--- src/rtl/flag_pkg.sv ---
// Shared types and constants for the NZVC flag update controller.
// Optional feature macro used by the controller: FLAG_FWD_EN.
package flag_pkg;

    localparam int FLAG_N_BIT = 3;
    localparam int FLAG_Z_BIT = 2;
    localparam int FLAG_V_BIT = 1;
    localparam int FLAG_C_BIT = 0;

    // Flag vector, MSB first so the packed layout matches NZVC bit numbering.
    typedef struct packed {
        logic n;
        logic z;
        logic v;
        logic c;
    } flags_t;

    localparam flags_t FLAGS_CLEAR = '0;

    // Deepest chain supported; pending counter is 2 bits wide.
    localparam int FLAG_DEPTH_MAX = 3;

    // Count of valid setters across up to three stages; 3 is also the
    // saturation ceiling of the 2-bit pending counter.
    function automatic logic [1:0] pend_count(input logic [2:0] vbits);
        logic [1:0] c;
        c = 2'(vbits[0]) + 2'(vbits[1]) + 2'(vbits[2]);
        return c;
    endfunction

endpackage

--- src/rtl/flag_stage_reg.sv ---
// One in-flight flag stage: valid bit plus NZVC payload.
// Async active-low clear, load when ld_i, otherwise hold.
module flag_stage_reg
    import flag_pkg::*;
(
    input  logic   clk,
    input  logic   rst_n,
    input  logic   ld_i,
    input  logic   v_i,
    input  flags_t flags_i,
    output logic   v_o,
    output flags_t flags_o
);

    logic   v_q;
    flags_t flags_q;

    // Stage register: cleared by reset, advanced only when the pipeline moves.
    always_ff @(posedge clk or negedge rst_n) begin
        if (!rst_n) begin
            v_q     <= 1'b0;
            flags_q <= FLAGS_CLEAR;
        end else if (ld_i) begin
            v_q     <= v_i;
            flags_q <= flags_i;
        end
    end

    assign v_o     = v_q;
    assign flags_o = flags_q;

endmodule

--- src/rtl/flag_update_ctrl.sv ---
// NZVC flag scheduler: carries EX flag results down to commit, drives the
// flag register write port and resolves flags for a B.cond in ID.
// Build option: define FLAG_FWD_EN to forward in-flight flags to ID;
// otherwise ID is interlocked until the youngest setter has committed.
module flag_update_ctrl
    import flag_pkg::*;
#(
    parameter int FLAG_W     = 4,
    parameter int FLAG_DEPTH = 2
) (
    input  logic              clk,
    input  logic              reset,
    input  logic              ex_valid,
    input  logic              ex_sets_flags,
    input  logic [FLAG_W-1:0] alu_flags,
    input  logic              flush_ex,
    input  logic              stall_in,
    input  logic              id_valid,
    input  logic              id_uses_flags,
    input  logic [FLAG_W-1:0] arch_flags,
    output logic              set_flag,
    output logic [FLAG_W-1:0] flag_wdata,
    output logic [FLAG_W-1:0] cond_flags,
    output logic              flag_stall,
    output logic [1:0]        pending_cnt
);

    // Elaboration guard on the supported configuration range.
    if (FLAG_DEPTH < 1 || FLAG_DEPTH > FLAG_DEPTH_MAX) begin : g_bad_depth
        $error("flag_update_ctrl: FLAG_DEPTH must be 1..3");
    end
    if (FLAG_W != $bits(flags_t)) begin : g_bad_width
        $error("flag_update_ctrl: FLAG_W must match flags_t");
    end

    // A squashed EX instruction never enters the chain.
    logic ex_set;
    assign ex_set = ex_valid & ex_sets_flags & ~flush_ex;

    // Whole chain advances together; a global hold freezes every stage.
    logic ld;
    assign ld = ~stall_in;

    logic [FLAG_DEPTH-1:0] stg_v;
    flags_t                stg_f [FLAG_DEPTH];
    logic [FLAG_DEPTH-1:0] in_v;
    flags_t                in_f  [FLAG_DEPTH];

    for (genvar i = 0; i < FLAG_DEPTH; i++) begin : g_stage
        if (i == 0) begin : g_head
            assign in_v[i] = ex_set;
            assign in_f[i] = flags_t'(alu_flags);
        end else begin : g_body
            assign in_v[i] = stg_v[i-1];
            assign in_f[i] = stg_f[i-1];
        end

        flag_stage_reg u_stg (
            .clk     (clk),
            .rst_n   (reset),
            .ld_i    (ld),
            .v_i     (in_v[i]),
            .flags_i (in_f[i]),
            .v_o     (stg_v[i]),
            .flags_o (stg_f[i])
        );
    end

    // Commit from the last stage. Gating with reset makes the write drop the
    // instant reset asserts, independent of the register clear timing.
    logic commit_v;
    assign commit_v   = stg_v[FLAG_DEPTH-1];
    assign set_flag   = commit_v & ~stall_in & reset;
    assign flag_wdata = set_flag ? stg_f[FLAG_DEPTH-1] : FLAGS_CLEAR;

    // Pending counter tracks the valid bits the chain will hold after the edge.
    logic [1:0] pend_q;
    logic [1:0] pend_d;
    logic [2:0] nxt_v_pad;

    assign nxt_v_pad = 3'(in_v);
    assign pend_d    = pend_count(nxt_v_pad);

    // Registered pending count, moves in lockstep with the stage chain.
    always_ff @(posedge clk or negedge reset) begin
        if (!reset) begin
            pend_q <= 2'd0;
        end else if (ld) begin
            pend_q <= pend_d;
        end
    end

    assign pending_cnt = pend_q;

`ifdef FLAG_FWD_EN
    // Forwarding: EX result first, then youngest in-flight stage, then arch.
    logic [FLAG_W-1:0] cond_sel;

    // Priority select; the loop runs oldest to youngest so the youngest wins.
    always_comb begin
        cond_sel = arch_flags;
        for (int i = FLAG_DEPTH - 1; i >= 0; i--) begin
            if (stg_v[i]) cond_sel = stg_f[i];
        end
        if (ex_set) cond_sel = alu_flags;
    end

    assign cond_flags = cond_sel;
    assign flag_stall = 1'b0;

    logic unused_id;
    assign unused_id = ^{id_valid, id_uses_flags};
`else
    // Interlock: consumer reads the architectural register and waits while
    // any setter is in EX or still in flight.
    logic any_inflight;
    assign any_inflight = |stg_v;

    assign cond_flags = arch_flags;
    assign flag_stall = reset & id_valid & id_uses_flags & (ex_set | any_inflight);
`endif

endmodule

--- config.mk ---
export PLATFORM = sky130hd
export DESIGN_NAME = flag_update_ctrl
export DESIGN_NICKNAME = d
export VERILOG_FILES = /design/src/rtl/flag_pkg.sv /design/src/rtl/flag_stage_reg.sv /design/src/rtl/flag_update_ctrl.sv
export SDC_FILE = /design/constraint.sdc
export NUM_CORES = 1
export LEC_CHECK = 0
export ABC_CLOCK_PERIOD_IN_PS = 1010
export CORE_AREA = 8 8 47 49
export DETAILED_ROUTE_END_ITERATION = 8
export DIE_AREA = 0 0 55 57
export DONT_BUFFER_PORTS = 1
export GPL_TIMING_DRIVEN = 0
export SKIP_LAST_GASP = 1
export SYNTH_ARGS = -nofsm -noshare
export SYNTH_HDL_FRONTEND = slang
export SYNTH_SLANG_ARGS = --single-unit
--- constraint.sdc ---
create_clock -name clk -period 1.01 [get_ports clk]
set_input_delay 0.101 -clock clk [delete_from_list [all_inputs] [get_ports clk]]
set_output_delay 0.101 -clock clk [all_outputs]
set_load 0.05 [all_outputs]
==> results.cfg <==
[route]
vias_per_cell = 4.76
avgRoutedWirePerCell_um = 16.1
drc = 0
vias = 357
drtPass1Iterations = 4
drtIter0Drc = 1
drtAntennaViolNets = 0
drt-total-wl_um = 1200

[clock_tree]
cts-root-buf = clkbuf_4
cts_sinks = 12
insertion_delay_ps = 270
cts_inserted_buffers = 3
clk_pin_slew_ps = 80
clk_path_buf_depth = 2
htree_levels = 1
cts_tree = yes

[synth]
synth_top_area_cell = dfrtp_1
ys_warn_count = 0
yosys.cell_count.top_type = dfrtp_1
synth_area_leaders = dfrtp_1, mux2_4, mux2_2
synthDistinctLibCells = 15
post_synth_instance_area_um2 = 564
ys_seq_elements = 12
syn_inst = 46
synthFlopType = dfrtp_1
synth_common_cells = dfrtp_1, nand2_1
synthesis.nets = 62
synth_edf_count = 0
yosysSeqAreaShare_pct = 53.2
synth_top_area_share_pct = 53.2
syn_area_per_cell_um2 = 12.3
async_flop_share_pct = 100

[die]
die_w_um = 55
start_util_pct = 35.8
die_area_um2 = 3140
io_pins = 28
core_um2 = 1580
fp.dieH_um = 57
rows = 15

[sta]
fin_worst_skew_ps = 6.96
fin_ws_ps = -457
fin_crit_ps = 1470
slew_headroom_pct = 63.6
hold_violations = 0
timing.hold.ws_ps = 123
rsz0062_at_grt = yes
setup_violations = 6
final_max_slew_viol_count = 0
clock.fmax_mhz = 682
fin_setup_tns_ps = -2380
worst_pin_slew_ps = 545
min_period_over_period_pct = 145

[global_route]
antenna_found_initial = 0
grt_pass1_wl_um = 2040
grt-ovfl-total = 0
grt_max_degree = 13
grt_pass1_vias = 417
track_usage_pct = 8.93

[power]
power_mw = 1.17
p_leak_nw = 0.332
ir_worst_vdd_v = 0.000829
powerDensity_nw_per_um2 = 1590

[worst_setup_path]
crit_required_ps = 910
arrival_ps = 1370
critPathLaunchType = flop
slowest_delay_ps = 370
cpMaxStageDelayCell = dfrtp_1
path_cells = nand2_2 -> nor2_4 -> and2_4
worst_setup_path_end_kind = primary output
crit_type = flop to primary output
crit_fanout = 5

[hold_path]
hp-class = input pin to flop

[placed_design]
gp_congestion = 0.592
place_hpwl_um = 891
place_ws_ps = -223
port-buffer-count = 0
place_inst = 63

[final_layout]
final_cells = 75
drive_above_1_share_pct = 53.4
area_growth_pct = 30.8
insertedDiodeCount = 0
final_nets = 75
fillCellCount = 149

[job]
cap_violations = 0

[run_status]
violations = setup timing
status = finished, violations left
[worst max-delay path, delay by kind of cell, from the launching register on]
kind             cells  cell delay (ps)
DFF                  1              370
and+or+nand+nor      3              730
[final cells by class]
cell class | instances | area [um2] | area share (%)
plain buffers | 6 | 56.3 | 7.63
flip-flops and latches | 12 | 303 | 41.0
clock buffers | 4 | 36.3 | 4.92
well taps | 17 | 21.3 | 2.88
repair buffers | 8 | 80.1 | 10.8
multi-input cells | 28 | 241 | 32.7
[timing repair]
action,4_1_cts,5_1_grt
setup endpoints to repair,8,6
endpoints found under the hold margin,16,0
pin swaps,7,6
hold buffers,5,0
resized for setup,5,1
setup buffers,2,1
[kinds of logic (layout without fill, tap and decap cells)]
logic type	after synthesis	after routing	share of synthesized area, %
simple gates	15	15	13.1
flops	12	12	53.2
mux	8	8	18.6
buf+inv	6	18	9.98
compound gates	4	4	3.55
xor+xnor	1	1	1.55
[routing by layer]
metal	up-vias	wire, um	GRT usage, %
met3	2	126	4.42
met5	-	0	0
met4	0	10	5.15
met1	166	466	10.3
met2	17	601	12.8
li1	172	-	-
[where the power goes]
group | internal (mW) | leakage [nW] | switching (mW)
registers | 0.531 | 0.145 | 0.0483
clock network | 0.219 | 0.0210 | 0.163
logic | 0.105 | 0.167 | 0.104
total | 0.855 | 0.332 | 0.316
[path summary, 6_finish.rpt]
check                                                          end                                     from  slack [ps]  cells past startpoint
setup / recovery                                     flag_wdata[2]         g_stage[1].u_stg.v_o$_DFFE_PN0N_        -460                      3
hold / removal             g_stage[1].u_stg.flags_o[2]$_DFFE_PN0N_                                 stall_in         120                      2
setup reg to reg                  g_stage[1].u_stg.v_o$_DFFE_PN0N_         g_stage[1].u_stg.v_o$_DFFE_PN0N_          50                      5
hold reg to reg            g_stage[0].u_stg.flags_o[2]$_DFFE_PN0N_  g_stage[0].u_stg.flags_o[2]$_DFFE_PN0N_         510                      1
max in group asynchronous               pending_cnt[0]$_DFFE_PN0N_                                    reset         370                      1
min in group asynchronous  g_stage[1].u_stg.flags_o[2]$_DFFE_PN0N_                                    reset         250                      1
[state kept, by name, indices dropped and copies added, names as in the netlist]
| name | flops |
|---|---|
| g_stage.u_stg.v_o | 2 |
| g_stage.u_stg.flags_o | 8 |
| pending_cnt | 2 |
[cell usage in the layout (no fill, tap or decap)]
| cell | instances |
|---|---|
| mux2_4 | 4 |
| nor2_4 | 1 |
| a21oi_4 | 1 |
| mux2_2 | 4 |
| buf_6 | 3 |
| dlygate4sd3_1 | 5 |
| and2_4 | 4 |
| nand3b_1 | 1 |
| clkbuf_4 | 3 |
| xor2_1 | 1 |
| nand2_1 | 5 |
| nand2_2 | 1 |
| o21ai_0 | 3 |
| clkbuf_8 | 1 |
| buf_4 | 5 |
| nand2b_1 | 1 |
| nand3_1 | 1 |
| nor2_2 | 1 |
| buf_8 | 1 |
| dfrtp_2 | 2 |
| dfrtp_1 | 10 |
[stage by stage]
| step | area [um2] | utilization, % |
|---|---|---|
| 2_1_floorplan | 593 | - |
| 4_1_cts | 727 | 46.1 |
| 3_5_place_dp | 614 | 39.0 |
| 6_report | 738 | 46.8 |
| 5_1_grt | 738 | 46.8 |
| 3_3_place_gp | 614 | 39.0 |
Power figures use the tool's default switching activity.
